### config.mk
export PLATFORM = sky130hd
export DESIGN_NAME = obi_mem_arbiter
export DESIGN_NICKNAME = d
export VERILOG_FILES = /design/src/rtl/obi_arb_pkg.sv /design/src/rtl/obi_arb_id_fifo.sv /design/src/rtl/obi_mem_arbiter.sv
export SDC_FILE = /design/constraint.sdc
export NUM_CORES = 1
export LEC_CHECK = 0
export ABC_AREA = 1
export CAP_MARGIN = 15
export CORE_UTILIZATION = 39
export CTS_CLUSTER_DIAMETER = 60
export DETAILED_ROUTE_END_ITERATION = 8
export GPL_TIMING_DRIVEN = 0
export PLACE_DENSITY = 0.87
export RECOVER_POWER = 100
export SKIP_CTS_REPAIR_TIMING = 1
export SYNTH_ARGS = -nofsm -noshare
export SYNTH_HDL_FRONTEND = slang
export SYNTH_SLANG_ARGS = --single-unit
### constraint.sdc
create_clock -name clk_i -period 2.53 [get_ports clk_i]
set_input_delay 0.759 -clock clk_i [delete_from_list [all_inputs] [get_ports clk_i]]
set_output_delay 0.759 -clock clk_i [all_outputs]
set_load 0.01 [all_outputs]
### src/rtl/obi_arb_pkg.sv
// Shared types for the OBI instruction/data memory arbiter: requester IDs and
// arbiter FSM states.
package obi_arb_pkg;

  typedef enum logic {
    REQ_INSTR = 1'b0,
    REQ_DATA  = 1'b1
  } req_id_e;

  typedef enum logic {
    ST_IDLE   = 1'b0,
    ST_LOCKED = 1'b1
  } arb_state_e;

  localparam logic [3:0] INSTR_BE = 4'hF;

endpackage

### src/rtl/obi_arb_id_fifo.sv
// In-order FIFO of requester IDs for accepted-but-unanswered transfers.
// Pops on an empty FIFO are ignored; the arbiter never pushes while full.
module obi_arb_id_fifo #(
  parameter int DEPTH = 2
) (
  input  logic clk_i,
  input  logic rst_ni,
  input  logic i_push,
  input  logic i_id,
  input  logic i_pop,
  output logic o_head,
  output logic o_empty,
  output logic o_full
);

  localparam int PTR_W = (DEPTH > 1) ? $clog2(DEPTH) : 1;
  localparam int CNT_W = $clog2(DEPTH + 1);

  logic [DEPTH-1:0] r_ids;
  logic [PTR_W-1:0] r_wr_ptr;
  logic [PTR_W-1:0] r_rd_ptr;
  logic [CNT_W-1:0] r_count;
  logic             w_push;
  logic             w_pop;

  function automatic logic [PTR_W-1:0] next_ptr(input logic [PTR_W-1:0] p);
    return (p == PTR_W'(DEPTH - 1)) ? '0 : p + PTR_W'(1);
  endfunction

  assign o_empty = (r_count == '0);
  assign o_full  = (r_count == CNT_W'(DEPTH));
  assign o_head  = r_ids[r_rd_ptr];
  assign w_pop   = i_pop & ~o_empty;
  assign w_push  = i_push & ~o_full;

  always_ff @(posedge clk_i or negedge rst_ni) begin
    if (!rst_ni) begin
      r_ids    <= '0;
      r_wr_ptr <= '0;
      r_rd_ptr <= '0;
      r_count  <= '0;
    end else begin
      if (w_push) begin
        r_ids[r_wr_ptr] <= i_id;
        r_wr_ptr        <= next_ptr(r_wr_ptr);
      end
      if (w_pop) begin
        r_rd_ptr <= next_ptr(r_rd_ptr);
      end
      case ({w_push, w_pop})
        2'b10:   r_count <= r_count + CNT_W'(1);
        2'b01:   r_count <= r_count - CNT_W'(1);
        default: r_count <= r_count;
      endcase
    end
  end

endmodule

### src/rtl/obi_mem_arbiter.sv
// Two-requester (instr/data) OBI arbiter onto one memory port with in-order
// response routing. Define ARB_ROUND_ROBIN_EN for round-robin contention.
module obi_mem_arbiter
  import obi_arb_pkg::*;
#(
  parameter int MAX_OUTSTANDING = 2
) (
  input  logic        clk_i,
  input  logic        rst_ni,
  input  logic        instr_req_i,
  input  logic [31:0] instr_addr_i,
  output logic        instr_gnt_o,
  output logic        instr_rvalid_o,
  output logic [31:0] instr_rdata_o,
  input  logic        data_req_i,
  input  logic [31:0] data_addr_i,
  input  logic [3:0]  data_be_i,
  input  logic        data_we_i,
  input  logic [31:0] data_wdata_i,
  output logic        data_gnt_o,
  output logic        data_rvalid_o,
  output logic [31:0] data_rdata_o,
  output logic        mem_req_o,
  output logic [31:0] mem_addr_o,
  output logic [3:0]  mem_be_o,
  output logic        mem_we_o,
  output logic [31:0] mem_wdata_o,
  input  logic        mem_gnt_i,
  input  logic        mem_rvalid_i,
  input  logic [31:0] mem_rdata_i
);

  arb_state_e  r_state;
  req_id_e     r_lock_id;
  logic [31:0] r_addr;
  logic [31:0] r_wdata;
  logic [3:0]  r_be;
  logic        r_we;
`ifdef ARB_ROUND_ROBIN_EN
  req_id_e     r_last;
`endif

  req_id_e     w_sel;
  req_id_e     w_cur_id;
  logic        w_any;
  logic        w_locked;
  logic        w_full;
  logic        w_empty;
  logic        w_head;
  logic        w_accept;
  logic        w_rsp;
  logic [31:0] w_addr;
  logic [31:0] w_wdata;
  logic [3:0]  w_be;
  logic        w_we;

  assign w_any    = instr_req_i | data_req_i;
  assign w_locked = (r_state == ST_LOCKED);

  always_comb begin
    w_sel = data_req_i ? REQ_DATA : REQ_INSTR;
    if (instr_req_i && data_req_i) begin
`ifdef ARB_ROUND_ROBIN_EN
      w_sel = (r_last == REQ_DATA) ? REQ_INSTR : REQ_DATA;
`else
      w_sel = REQ_DATA;
`endif
    end
  end

  always_comb begin
    w_addr  = '0;
    w_be    = '0;
    w_we    = 1'b0;
    w_wdata = '0;
    if (w_any) begin
      if (w_sel == REQ_DATA) begin
        w_addr  = data_addr_i;
        w_be    = data_be_i;
        w_we    = data_we_i;
        w_wdata = data_wdata_i;
      end else begin
        w_addr = instr_addr_i;
        w_be   = INSTR_BE;
      end
    end
  end

  // A stalled request stays committed even if the requester withdraws it.
  assign mem_req_o   = w_locked | (w_any & ~w_full);
  assign w_cur_id    = w_locked ? r_lock_id : w_sel;
  assign mem_addr_o  = w_locked ? r_addr  : w_addr;
  assign mem_be_o    = w_locked ? r_be    : w_be;
  assign mem_we_o    = w_locked ? r_we    : w_we;
  assign mem_wdata_o = w_locked ? r_wdata : w_wdata;

  assign w_accept    = mem_req_o & mem_gnt_i;
  assign instr_gnt_o = w_accept & (w_cur_id == REQ_INSTR);
  assign data_gnt_o  = w_accept & (w_cur_id == REQ_DATA);

  assign w_rsp          = mem_rvalid_i & ~w_empty;
  assign instr_rvalid_o = w_rsp & (w_head == REQ_INSTR);
  assign data_rvalid_o  = w_rsp & (w_head == REQ_DATA);
  assign instr_rdata_o  = mem_rdata_i;
  assign data_rdata_o   = mem_rdata_i;

  obi_arb_id_fifo #(
    .DEPTH(MAX_OUTSTANDING)
  ) u_id_fifo (
    .clk_i  (clk_i),
    .rst_ni (rst_ni),
    .i_push (w_accept),
    .i_id   (w_cur_id),
    .i_pop  (mem_rvalid_i),
    .o_head (w_head),
    .o_empty(w_empty),
    .o_full (w_full)
  );

  always_ff @(posedge clk_i or negedge rst_ni) begin
    if (!rst_ni) begin
      r_state   <= ST_IDLE;
      r_lock_id <= REQ_INSTR;
      r_addr    <= '0;
      r_be      <= '0;
      r_we      <= 1'b0;
      r_wdata   <= '0;
`ifdef ARB_ROUND_ROBIN_EN
      r_last    <= REQ_INSTR;
`endif
    end else begin
      case (r_state)
        ST_IDLE: begin
          if (mem_req_o && !mem_gnt_i) begin
            r_state   <= ST_LOCKED;
            r_lock_id <= w_sel;
            r_addr    <= w_addr;
            r_be      <= w_be;
            r_we      <= w_we;
            r_wdata   <= w_wdata;
          end
        end
        ST_LOCKED: begin
          if (mem_gnt_i) r_state <= ST_IDLE;
        end
        default: r_state <= ST_IDLE;
      endcase
`ifdef ARB_ROUND_ROBIN_EN
      if (w_accept) r_last <= w_cur_id;
`endif
    end
  end

endmodule

==> results <==
- Final hold analysis gives a worst-case slack of 0.478 ns.
- The die width is 113 um.
- The count of cells along the worst hold path is 2.
- The number of antenna diodes in the final layout is 0.
- The routability-driven placement congestion ratio is 0.829.
- After synthesis, the most frequently instantiated cells are nand2_1 (254), o21ai_0 (114), dfrtp_1 (77).
- In this run the tightest slew margin relative to its limit is 0.346.
- The cell type with the largest total area after synthesis is dfrtp_1.
- The type of the worst setup path is input port to output port.
- The number of input and output port buffers inserted is 242.
- In this run the count of I/O pins placed on the die edge is 277.
- The detail-routed via count per cell is 4.89.
- Setup violations remaining at the end of the flow were counted as 0.
- In the global route stage, overall resource usage came out at 0.229.
- The layout overhead on the synthesized area is 56.6%.
- The maximum clock rate is 402 MHz.
- The final cell area excluding filler cells is 7530 um2.
- Synthesis produced a netlist with a net count of 823.
- The die boundary height is 113 um.
- Across the VDD grid, the largest voltage drop is 294 uV.
- The share of cells above drive strength 1 is 0.160.
- The analysis attributes to cell leakage a power of 0.00382 uW.
- Clock skew on the completed layout was measured at 0.00658 ns.
- The slew at the pin with the worst max-slew slack is 0.981 ns.
- Counting every instance in the synthesized netlist gives 683.
- The hold violation count in the final report was 0.
- The placement-stage worst setup slack is -0.720 ns.
- Summed over all layers, the routed wires come to 15200 um.
- The standard cell area after detailed placement is 7430 um2.
- The Yosys step of the flow raised 0 warnings.
- In the synthesized netlist the dominant register cell turns out to be dfrtp_1.
- The post-synthesis register bit count is 77.
- The floorplan has 40 rows.
- For this run, design rule violations remaining after detail routing come to 0.
- The highest cell delay on the worst timing path is 0.46 ns.
- The count of final max-slew check failures is 0.
- TritonCTS built the clock tree.
- The final antenna-violating net count is 0.
- The arrival time of data at the critical path endpoint is 1.73 ns.
- The run finished with clean final reports.
- The number of distinct library cell variants in the gate-level netlist after synthesis is 24.
- The kind of launch point of the worst setup path is an input port.
- The number of CTS-inserted buffers is 9.
- The cell at the root of the clock tree is clkbuf_16.
- In the post-route analysis, the smallest setup slack over all paths is 0.0403 ns.
- Power spread over the standard cell area amounts to 762 nW/um2.
- The core utilization of the finished layout is 0.627.
- After synthesis the cells add up to 4810 um2.
- The placed wire-length estimate is 11600 um.
- In this run the worst path has a maximum fanout of 2.
- The deepest clock path buffer count is 2.
- The share of flip-flops with an asynchronous set or reset after synthesis is 1.00.
- The number of vias in the routed layout is 5329.
- The sequential share of the synthesized area is 0.401.
- The worst setup path is captured at an output port.
- The part of the cycle the worst path needs is 0.984.
- Before antenna repair, the detailed router went through 4 iterations.
- The full die area is 12800 um2.
- On the critical path, the stage with the largest delay is an instance of clkdlybuf4s50_1.
- Summed over all failing endpoints, the final setup total negative slack is 0 ns.
- Entering global routing, the biggest net connects 41 pins.
- The count of nets after finishing is 1078.
- For the worst setup path, the data required time is 1.77 ns.
- nand2_1 is the most common cell in the netlist.
- In the final routed layout, each cell accounts on average for 13.9 um.
- After the first detailed-routing iteration, the DRC count stood at 315.
- The placeable core area is 12000 um2.
- For this run the aggregate overflow at the end of global routing stands at 0.
- For this configuration, the core starts out at a cell density of 0.401.
- The cell count of the worst reg-to-reg path is 9.
- Yosys mapped a number of flops with a built-in enable equal to 0.
- The initial antenna violation count was 0.
- The register clock-pin slew on the reported worst setup and hold paths is 0.05 ns.
- The clock latency reported for the late side of the worst-skew pair is 0.32 ns.
- The clock drives 77 sinks.
- The mean instance size in the synthesized netlist is 7.04 um2.
- The time the final worst path needs with I/O delays and setup is 2.49 ns.
- The via count of the first global-routing pass was 4931.
- Of the post-synthesis cell area, the dominant cell type holds 0.401.
- Walking the worst path, the cells encountered are clkdlybuf4s50_1, nand2_1, o21ai_0, dlymetal6s2s_1.
- The first global-routing pass estimated 23500 um of wire.
- Ranked by total cell area, the synthesized netlist is headed by dfrtp_1 (40%), nand2_1 (20%), o21ai_0 (12%).
- The tightest min-delay check is of the flop to flop type.
- The H-tree was split into 3 levels.
- The max-capacitance violation count is 0.
==> sequential cells by signal, summed over array words and instances (netlist names) <==
name	cells
r_addr	32
r_wdata	32
r_we	1
r_state	1
r_lock_id	1
u_id_fifo.r_ids	2
u_id_fifo.r_rd_ptr	1
u_id_fifo.r_wr_ptr	1
r_be	4
u_id_fifo.r_count	2
==> cells in the final DEF, fill, tap and decap left out, types with 6 or more instances in the layout <==
master           synthesis  final
clkbuf_1                24     45
buf_2                    9      8
o21ai_2                  4      6
dlygate4sd3_1            0     64
clkbuf_2                 0     24
nand2_1                254    252
o21ai_0                114    127
clkbuf_4                 0     10
clkdlybuf4s50_1          0    100
inv_1                   44     45
nand3_1                 32     33
dlymetal6s2s_1           0     21
dfrtp_1                 77     76
o21ai_1                 25     10
clkbuf_16                0      9
buf_4                   68     70
==> final timing paths <==
check / to / slack, ns / startpoint
worst max-delay path: mem_wdata_o[11] / 0.04 / data_wdata_i[11]
worst min-delay path: r_wdata[0] / 0.48 / r_wdata[0]
worst max register to register: r_wdata[28] / 0.39 / u_id_fifo.r_count[0]
worst min register to register: r_wdata[0] / 0.48 / r_wdata[0]
max in group asynchronous: r_state / 0.41 / rst_ni
min in group asynchronous: r_wdata[25] / 0.57 / rst_ni
==> critical path: cells and delay by family <==
kind / cells / cell delay [ns]
compound gates: 1 / 0.24
buf+inv: 2 / 0.66
simple gates: 1 / 0.06
==> report_power, final <==
group	leakage, uW	internal (uW)	switching (uW)
combinational	0.00268	1020	1390
clock	0.000147	808	475
sequential	0.000987	1800	247
==> logic make-up after synthesis <==
logic type | count (synthesis) | share of synthesized area
AOI/OAI and AO/OA | 146 | 0.155
buffers and inverters | 157 | 0.187
xor gates and xnor gates | 3 | 0.00546
DFF | 77 | 0.401
and+or+nand+nor | 299 | 0.250
adders and majority gates | 1 | 0.00260
==> layer usage <==
layer	global-route usage	routed length, um	vias to the layer above
li1	-	-	2614
met2	0.407	7620	229
met3	0.0434	1130	21
met5	0	0	-
met4	0.0728	193	0
met1	0.280	6200	2465
==> final cells by class <==
type                    instances  area (um2)
plain buffers                 108         768
clock inverters                 4        47.5
flip-flops and latches         77        1930
inverters                      49         190
clock buffers                  11         253
fillers                      1087        4480
repair buffers                244        2160
multi-input cells             449        2000
well taps                     147         184
==> stage by stage <==
step,power (uW),cells
6_report,5740,1089
5_1_grt,6150,1089
4_1_cts,6080,1088
3_5_place_dp,4780,1073
3_3_place_gp,4680,1072
2_1_floorplan,3450,683
No activity file was read; power rests on OpenSTA's default activity.
